File: config.mk
export PLATFORM = sky130hd
export DESIGN_NAME = id_ex_shift_operand
export DESIGN_NICKNAME = d
export VERILOG_FILES = /design/src/rtl/id_ex_shift_operand_pkg.sv /design/src/rtl/id_ex_shift_operand_fwd_sel.sv /design/src/rtl/id_ex_shift_operand.sv
export SDC_FILE = /design/constraint.sdc
export NUM_CORES = 1
export LEC_CHECK = 0
export BUFFER_PORTS_ARGS = -buffer_cell sky130_fd_sc_hd__buf_2
export CAP_MARGIN = 20
export CORE_ASPECT_RATIO = 1.1
export CORE_UTILIZATION = 47
export DETAILED_ROUTE_END_ITERATION = 7
export PLACE_DENSITY = 0.88
export SLEW_MARGIN = 20
export SYNTH_ARGS = -nofsm -noshare
export SYNTH_HDL_FRONTEND = slang
export SYNTH_HIERARCHICAL = 1
export SYNTH_SLANG_ARGS = --single-unit
File: constraint.sdc
create_clock -name clk -period 3.06 [get_ports clk]
set_input_delay 0.612 -clock clk [delete_from_list [all_inputs] [get_ports clk]]
set_output_delay 0.612 -clock clk [all_outputs]
set_load 0.05 [all_outputs]
File: src/rtl/id_ex_shift_operand_pkg.sv
// Shared constants and helpers for the ID/EX shift-operand stage.
// ALU function encodings, shift-group decode and the per-edge register action.
package id_ex_shift_operand_pkg;

  localparam int W_DEF     = 32;
  localparam int RA_W_DEF  = 5;
  localparam int FUN_W_DEF = 6;

  localparam logic [5:0] ALU_SLL   = 6'b100000;
  localparam logic [5:0] ALU_SRL   = 6'b100001;
  localparam logic [5:0] ALU_SRA   = 6'b100011;
  localparam logic [1:0] SHIFT_GRP = 2'b10;
  localparam logic [4:0] REG_ZERO  = 5'd0;

  typedef enum logic [1:0] {
    ACT_LOAD  = 2'd0,
    ACT_STALL = 2'd1,
    ACT_FLUSH = 2'd2,
    ACT_RESET = 2'd3
  } ex_act_e;

  function automatic logic is_shift(input logic [5:0] fun);
    return (fun[5:4] == SHIFT_GRP);
  endfunction

endpackage

File: src/rtl/id_ex_shift_operand_fwd_sel.sv
// Forwarding mux for one source operand: EX/MEM beats MEM/WB, register 0 never forwards.
// Forwarding is present only when EX_FORWARD_EN is defined; otherwise the regfile value passes through.
module id_ex_shift_operand_fwd_sel
  import id_ex_shift_operand_pkg::*;
#(
  parameter int W    = W_DEF,
  parameter int RA_W = RA_W_DEF
) (
  input  logic [RA_W-1:0] idx,
  input  logic [W-1:0]    regval,
  input  logic            exmem_reg_write,
  input  logic [RA_W-1:0] exmem_rd,
  input  logic [W-1:0]    exmem_result,
  input  logic            memwb_reg_write,
  input  logic [RA_W-1:0] memwb_rd,
  input  logic [W-1:0]    memwb_result,
  output logic [W-1:0]    value
);

`ifdef EX_FORWARD_EN
  // Priority select: youngest producer first, index 0 stays the regfile value.
  always_comb begin
    value = regval;
    if (idx != RA_W'(REG_ZERO)) begin
      if (exmem_reg_write && (exmem_rd == idx)) begin
        value = exmem_result;
      end else if (memwb_reg_write && (memwb_rd == idx)) begin
        value = memwb_result;
      end else begin
        value = regval;
      end
    end else begin
      value = regval;
    end
  end
`else
  assign value = regval;

  logic unused_fwd;
  assign unused_fwd = ^{idx, exmem_reg_write, exmem_rd, exmem_result,
                        memwb_reg_write, memwb_rd, memwb_result};
`endif

endmodule

File: src/rtl/id_ex_shift_operand.sv
// ID/EX pipeline register and operand selector feeding ALU_SHIFT/ALU.
// Optional forwarding from EX/MEM and MEM/WB is enabled by defining EX_FORWARD_EN.
module id_ex_shift_operand
  import id_ex_shift_operand_pkg::*;
#(
  parameter int W     = W_DEF,
  parameter int RA_W  = RA_W_DEF,
  parameter int FUN_W = FUN_W_DEF
) (
  input  logic             clk,
  input  logic             reset,
  input  logic             stall,
  input  logic             flush,
  input  logic             id_valid,
  input  logic [W-1:0]     id_rs_data,
  input  logic [W-1:0]     id_rt_data,
  input  logic [RA_W-1:0]  id_rs_addr,
  input  logic [RA_W-1:0]  id_rt_addr,
  input  logic [RA_W-1:0]  id_rd_addr,
  input  logic [4:0]       id_shamt,
  input  logic [15:0]      id_imm,
  input  logic [FUN_W-1:0] id_alu_fun,
  input  logic             id_shamt_src,
  input  logic             id_alu_src_imm,
  input  logic             id_ext_op,
  input  logic             id_reg_write,
  input  logic             exmem_reg_write,
  input  logic [RA_W-1:0]  exmem_rd,
  input  logic [W-1:0]     exmem_result,
  input  logic             memwb_reg_write,
  input  logic [RA_W-1:0]  memwb_rd,
  input  logic [W-1:0]     memwb_result,
  output logic             ex_valid,
  output logic [W-1:0]     ex_a,
  output logic [W-1:0]     ex_b,
  output logic             ex_right,
  output logic             ex_sign,
  output logic [FUN_W-1:0] ex_alu_fun,
  output logic [RA_W-1:0]  ex_rd,
  output logic             ex_reg_write
);

  ex_act_e          act;
  logic             valid_r;
  logic [W-1:0]     rs_val_r;
  logic [W-1:0]     rt_val_r;
  logic [RA_W-1:0]  rs_addr_r;
  logic [RA_W-1:0]  rt_addr_r;
  logic [RA_W-1:0]  rd_r;
  logic [4:0]       shamt_r;
  logic [15:0]      imm_r;
  logic [FUN_W-1:0] alu_fun_r;
  logic             shamt_src_r;
  logic             alu_src_imm_r;
  logic             ext_op_r;
  logic             reg_write_r;
  logic [W-1:0]     fwd_rs;
  logic [W-1:0]     fwd_rt;
  logic [W-1:0]     imm_ext;
  logic             shift_grp;

  // Per-edge action in priority order.
  always_comb begin
    act = ACT_LOAD;
    if (reset) begin
      act = ACT_RESET;
    end else if (flush) begin
      act = ACT_FLUSH;
    end else if (stall) begin
      act = ACT_STALL;
    end else begin
      act = ACT_LOAD;
    end
  end

  // Pipeline register. A stalled slot reloads its operands with the forwarded
  // value so a producer retiring during the stall is kept; without forwarding
  // this degenerates to a plain hold.
  always_ff @(posedge clk) begin
    case (act)
      ACT_RESET: begin
        valid_r       <= 1'b0;
        rs_val_r      <= '0;
        rt_val_r      <= '0;
        rs_addr_r     <= '0;
        rt_addr_r     <= '0;
        rd_r          <= '0;
        shamt_r       <= 5'd0;
        imm_r         <= 16'd0;
        alu_fun_r     <= '0;
        shamt_src_r   <= 1'b0;
        alu_src_imm_r <= 1'b0;
        ext_op_r      <= 1'b0;
        reg_write_r   <= 1'b0;
      end
      ACT_FLUSH: begin
        valid_r     <= 1'b0;
        reg_write_r <= 1'b0;
      end
      ACT_STALL: begin
        rs_val_r <= fwd_rs;
        rt_val_r <= fwd_rt;
      end
      ACT_LOAD: begin
        valid_r       <= id_valid;
        rs_val_r      <= id_rs_data;
        rt_val_r      <= id_rt_data;
        rs_addr_r     <= id_rs_addr;
        rt_addr_r     <= id_rt_addr;
        rd_r          <= id_rd_addr;
        shamt_r       <= id_shamt;
        imm_r         <= id_imm;
        alu_fun_r     <= id_alu_fun;
        shamt_src_r   <= id_shamt_src;
        alu_src_imm_r <= id_alu_src_imm;
        ext_op_r      <= id_ext_op;
        reg_write_r   <= id_reg_write;
      end
      default: begin
        valid_r     <= 1'b0;
        reg_write_r <= 1'b0;
      end
    endcase
  end

  id_ex_shift_operand_fwd_sel #(.W(W), .RA_W(RA_W)) u_fwd_rs (
    .idx             (rs_addr_r),
    .regval          (rs_val_r),
    .exmem_reg_write (exmem_reg_write),
    .exmem_rd        (exmem_rd),
    .exmem_result    (exmem_result),
    .memwb_reg_write (memwb_reg_write),
    .memwb_rd        (memwb_rd),
    .memwb_result    (memwb_result),
    .value           (fwd_rs)
  );

  id_ex_shift_operand_fwd_sel #(.W(W), .RA_W(RA_W)) u_fwd_rt (
    .idx             (rt_addr_r),
    .regval          (rt_val_r),
    .exmem_reg_write (exmem_reg_write),
    .exmem_rd        (exmem_rd),
    .exmem_result    (exmem_result),
    .memwb_reg_write (memwb_reg_write),
    .memwb_rd        (memwb_rd),
    .memwb_result    (memwb_result),
    .value           (fwd_rt)
  );

  assign imm_ext   = {{(W-16){ext_op_r & imm_r[15]}}, imm_r};
  assign shift_grp = is_shift(alu_fun_r[5:0]);

  // Only A[4:0] matters to the shifter, so the shamt path is zero-extended.
  assign ex_a         = shamt_src_r ? {{(W-5){1'b0}}, shamt_r} : fwd_rs;
  assign ex_b         = alu_src_imm_r ? imm_ext : fwd_rt;
  assign ex_right     = shift_grp & alu_fun_r[0];
  assign ex_sign      = shift_grp & alu_fun_r[1];
  assign ex_valid     = valid_r;
  assign ex_alu_fun   = alu_fun_r;
  assign ex_rd        = rd_r;
  assign ex_reg_write = reg_write_r & valid_r;

endmodule

== Word-level counts from Yosys, hierarchy flattened ==
Index checks and enable logic that the tools add are counted.
Operators by class
  bitwise logic cells: 4
  reductions and logical operators: 4
  equality and inequality tests: 3
  muxes and demuxes: 16
Operator list (count)
  32-bit one-hot mux with 2 select lines: 2
  32-bit two-way mux: 2
  16-bit one-hot mux with 2 select lines: 1
  5-bit one-hot mux with 2 select lines: 2
  6-bit one-hot mux with 2 select lines: 1
  1-bit one-hot mux with 2 select lines: 5
  2-bit equality test, second input constant: 3
  1-bit AND: 4
  2-bit two-way mux: 2
  2-bit nonzero test: 2
  2-bit zero test: 1
  2-bit OR reduction: 1
  1-bit two-way mux: 1
Word-level totals
  output and inout bits: 79
  word-level logic and storage cells: 38
  register bits after elaboration: 101
  input port bits: 191

== Longest topological paths before layout ==
  word-level depth: 6
  gate-level depth with buffers: 7
  depth with buffers taken out: 5

== Modules after synthesis ==
Netlist, hierarchy kept.
Modules (own cells, without submodules)
  id_ex_shift_operand: sequential area each 3333.2 um^2, area each 5230.0 um^2, cells each 414, instances 1
  id_ex_shift_operand_fwd_sel: sequential area each 0.0 um^2, area each 240.2 um^2, cells each 32, instances 2

== Worst setup path after synthesis ==
No wires, ideal clock.
  path type: input port to flip-flop
  from: input flush
  to: register rs_val_r[0], enable pin
  library setup time: 418 ps
  data required time: 2642 ps
  slack: 232 ps
  buffers on the path: 1
  arrival: 2410 ps
  stages on the path: 5
  cells stage by stage: nor2_2 > inv_2 > buf_2 > ha_1 > inv_1
Between the ends
  longest elaborated chain between the ends: 4
  elaborated cells between the ends (all ways): 5
  those cells by class: eq/ne: 1; mux: 2; reduce/logical: 2
RTL lines
  start: declaration: RTL line id_ex_shift_operand.sv:13  | input logic flush,
  2-bit two-way mux (*): RTL line id_ex_shift_operand.sv:67  | end else if (flush) begin
  2-bit two-way mux (*): RTL line id_ex_shift_operand.sv:65  | if (reset) begin
  2-bit equality test or 2-bit zero test (tied branches): RTL line id_ex_shift_operand.sv:80  | case (act)
  2-bit nonzero test (no source line) (*)
  end signal: assignment: RTL line id_ex_shift_operand.sv:101  | rs_val_r <= fwd_rs;
  end signal: assignment: RTL line id_ex_shift_operand.sv:106  | rs_val_r <= id_rs_data;
  end: declaration: RTL line id_ex_shift_operand.sv:45  | logic [W-1:0] rs_val_r;
Every way passes the cells marked *; elsewhere a longest branch is shown, timed or not.
A chain may end at the register's enable or synchronous reset.

== Worst setup path after layout ==
  from: register alu_src_imm_r
  to: output ex_b[12]
Between the ends
  longest elaborated chain between the ends: 1
RTL lines
  start: declaration: RTL line id_ex_shift_operand.sv:54  | logic alu_src_imm_r;
  start signal: assignment: RTL line id_ex_shift_operand.sv:115  | alu_src_imm_r <= id_alu_src_imm;
  32-bit two-way mux: RTL line id_ex_shift_operand.sv:155  | assign ex_b = alu_src_imm_r ? imm_ext : fwd_rt;
  end: declaration: RTL line id_ex_shift_operand.sv:35  | output logic [W-1:0] ex_b,
No other way between the ends.

==> reports/results.ini <==
[global_routing]
gr-usage-met2_pct = 33.15
grt_max_degree = 65
antenna_found_initial = 0
grt_pass1_wl_um = 17320
use_met3_pct = 3.714
track_usage_pct = 18.82
grt_use_met1_pct = 22.24
grt-ovfl-total = 0
grt-busiest-layer = met2
grt_pass1_vias = 3606

[placement]
gp_congestion = 0.7502
dpl_worst_slack_ps = 734.8
dpl.hpwl_um = 7362
io_buffers = 183
post_dp_cell_area_um2 = 5848
placed_cells = 697

[flow_run]
maxCapViolCount = 0

[die]
initial_core_util_pct = 48.57
io_pins = 270
die_area_um2 = 11810
core_area_um2 = 11010
fp.dieW_um = 103.7
row_count = 40
die_y_um = 113.9

[detailed_routing]
dr.pass1.iters = 4
wl_per_cell_um = 15.71
drc = 0
wirelength_um = 11200
antenna_left = 0
vias = 3668
dr.first_iter.drc_count = 243
vias_per_cell = 5.144

[cells_and_area]
drive_gt1_share_pct = 40.64
fill_cells = 947
final_cell_area_um2 = 6155
antenna_cells = 0
area_growth_pct = 15.09
nNetsFinal = 755
fin_cells = 713

[setup_path]
max_stage_delay_ps = 620
worstPathMaxFanout = 20
setup.worst_path.end_class = output port
worstSetupPathType = reg2out
crit_chain = buf_4, mux2_2, buf_2
crit_path_top_delay_cell = edfxtp_1
setup.worst_path.start_class = register
required_ps = 2450
cp.arrival_ps = 1930
reg2regPathDepth = 2

[power_and_ir_drop]
p_sw_uw = 1160
vdd_drop_max_mv = 0.2861
seq_power_share_pct = 45.6
p_comb_share_pct = 23.2
p_int_uw = 2593
cellPowerDensity_nw_per_um2 = 609.8
fin_total_pwr_uw = 3753
clockPowerShare_pct = 31.3
switching_share_pct = 30.91
p_leak_uw = 0.002611

[clock_network]
cts_tree = built
clock_latency_ps = 330
cts_sinks = 101
post-cts-setup-buffers = 0
cts_hold_buffers = 0
cts_max_path_buffers = 2
clk_pin_slew_worst_paths_ps = 70
cts_max_level = 3
cts_made_buffers = 9
cts-root-buf = clkbuf_16
postCtsResizedCells = 0

[timing]
grt_setup_unrepaired = false
finalHoldViolations = 0
fin_crit_ps = 2542
maxSlewViolCount = 0
slew_headroom_pct = 52.40
clock-skew-final_ps = 0
period_share_pct = 83.06
worst_slack_ps = 518.4
fin_tns_setup_ps = 0
finalSetupViolations = 0
worst_pin_slew_ps = 714.1
max_freq_ghz = 0.3935

[synth]
synth_warnings = 6
syn_avg_cell_area_um2 = 11.68
synth_fp_nets = 652
syn_area_um2 = 5348
syn-instance-count = 458

[hold_path]
worstHoldPathType = in2reg
worstHoldPathCells = 2

[status]
status = complete, no violations

==> state kept, by name, summed over array words and instances, names as in the netlist <==
signal	cells
alu_src_imm_r	1
rs_val_r	32
ext_op_r	1
ex_alu_fun	6
rt_val_r	32
ex_rd	5
ex_valid	1
shamt_src_r	1
shamt_r	5
imm_r	16
reg_write_r	1
==> power groups by stage <==
stage	registers, uW	clock network [uW]	logic (uW)
after floorplan	1780	0	665
after global placement	1730	0	862
after detailed placement	1740	0	873
after CTS	1710	1200	875
after global routing	1720	1250	911
final	1710	1170	870
==> routing by layer <==
metal	part of all wire [%]	wire length, um	vias up
met4	2.1	234	0
met2	52	5778	152
met3	5.4	607	18
met5	0	0	-
met1	41	4580	1751
li1	-	-	1747
==> stage by stage <==
step / hold WS (ps) / utilization [%]
6_report: 554.0 / 55.90
5_1_grt: 543.2 / 55.90
4_1_cts: 540.3 / 55.90
3_5_place_dp: 580.9 / 53.11
3_3_place_gp: 575.3 / 53.11
2_1_floorplan: 627.9 / -
==> layout make-up <==
| cell class | instances | area, um2 | share of cell area [%] |
|---|---|---|---|
| clock inverters | 6 | 77.57 | 1.260 |
| inverters | 20 | 75.07 | 1.220 |
| flip-flops and latches | 101 | 3033 | 49.28 |
| multi-input cells | 239 | 1550 | 25.19 |
| well taps | 147 | 183.9 | 2.988 |
| repair buffers | 190 | 1006 | 16.34 |
| clock buffers | 10 | 229.0 | 3.720 |
==> placed cells by master, fill, tap and decap left out, types with 3 or more instances in the layout <==
master	n
buf_2	183
edfxtp_1	101
a22oi_1	64
nor2_1	64
and2_1	38
mux2_2	21
nor2b_1	21
inv_1	18
o21ai_0	16
clkbuf_16	9
and2b_1	6
buf_4	4
buf_12	3
==> critical path, delay by kind of cell (launching register included) <==
family | cells | cell delay [ps]
DFF | 1 | 620
muxes | 1 | 380
buffers and inverters | 2 | 590
==> final timing paths <==
kind                  from      endpoint  slack (ps)
max          alu_src_imm_r      ex_b[12]         520
max reg2reg   rt_val_r[24]  rt_val_r[24]        2120
min reg2reg   rs_val_r[28]  rs_val_r[28]         590
min           id_reg_write   reg_write_r         550
(Power assumes the default switching activity.)
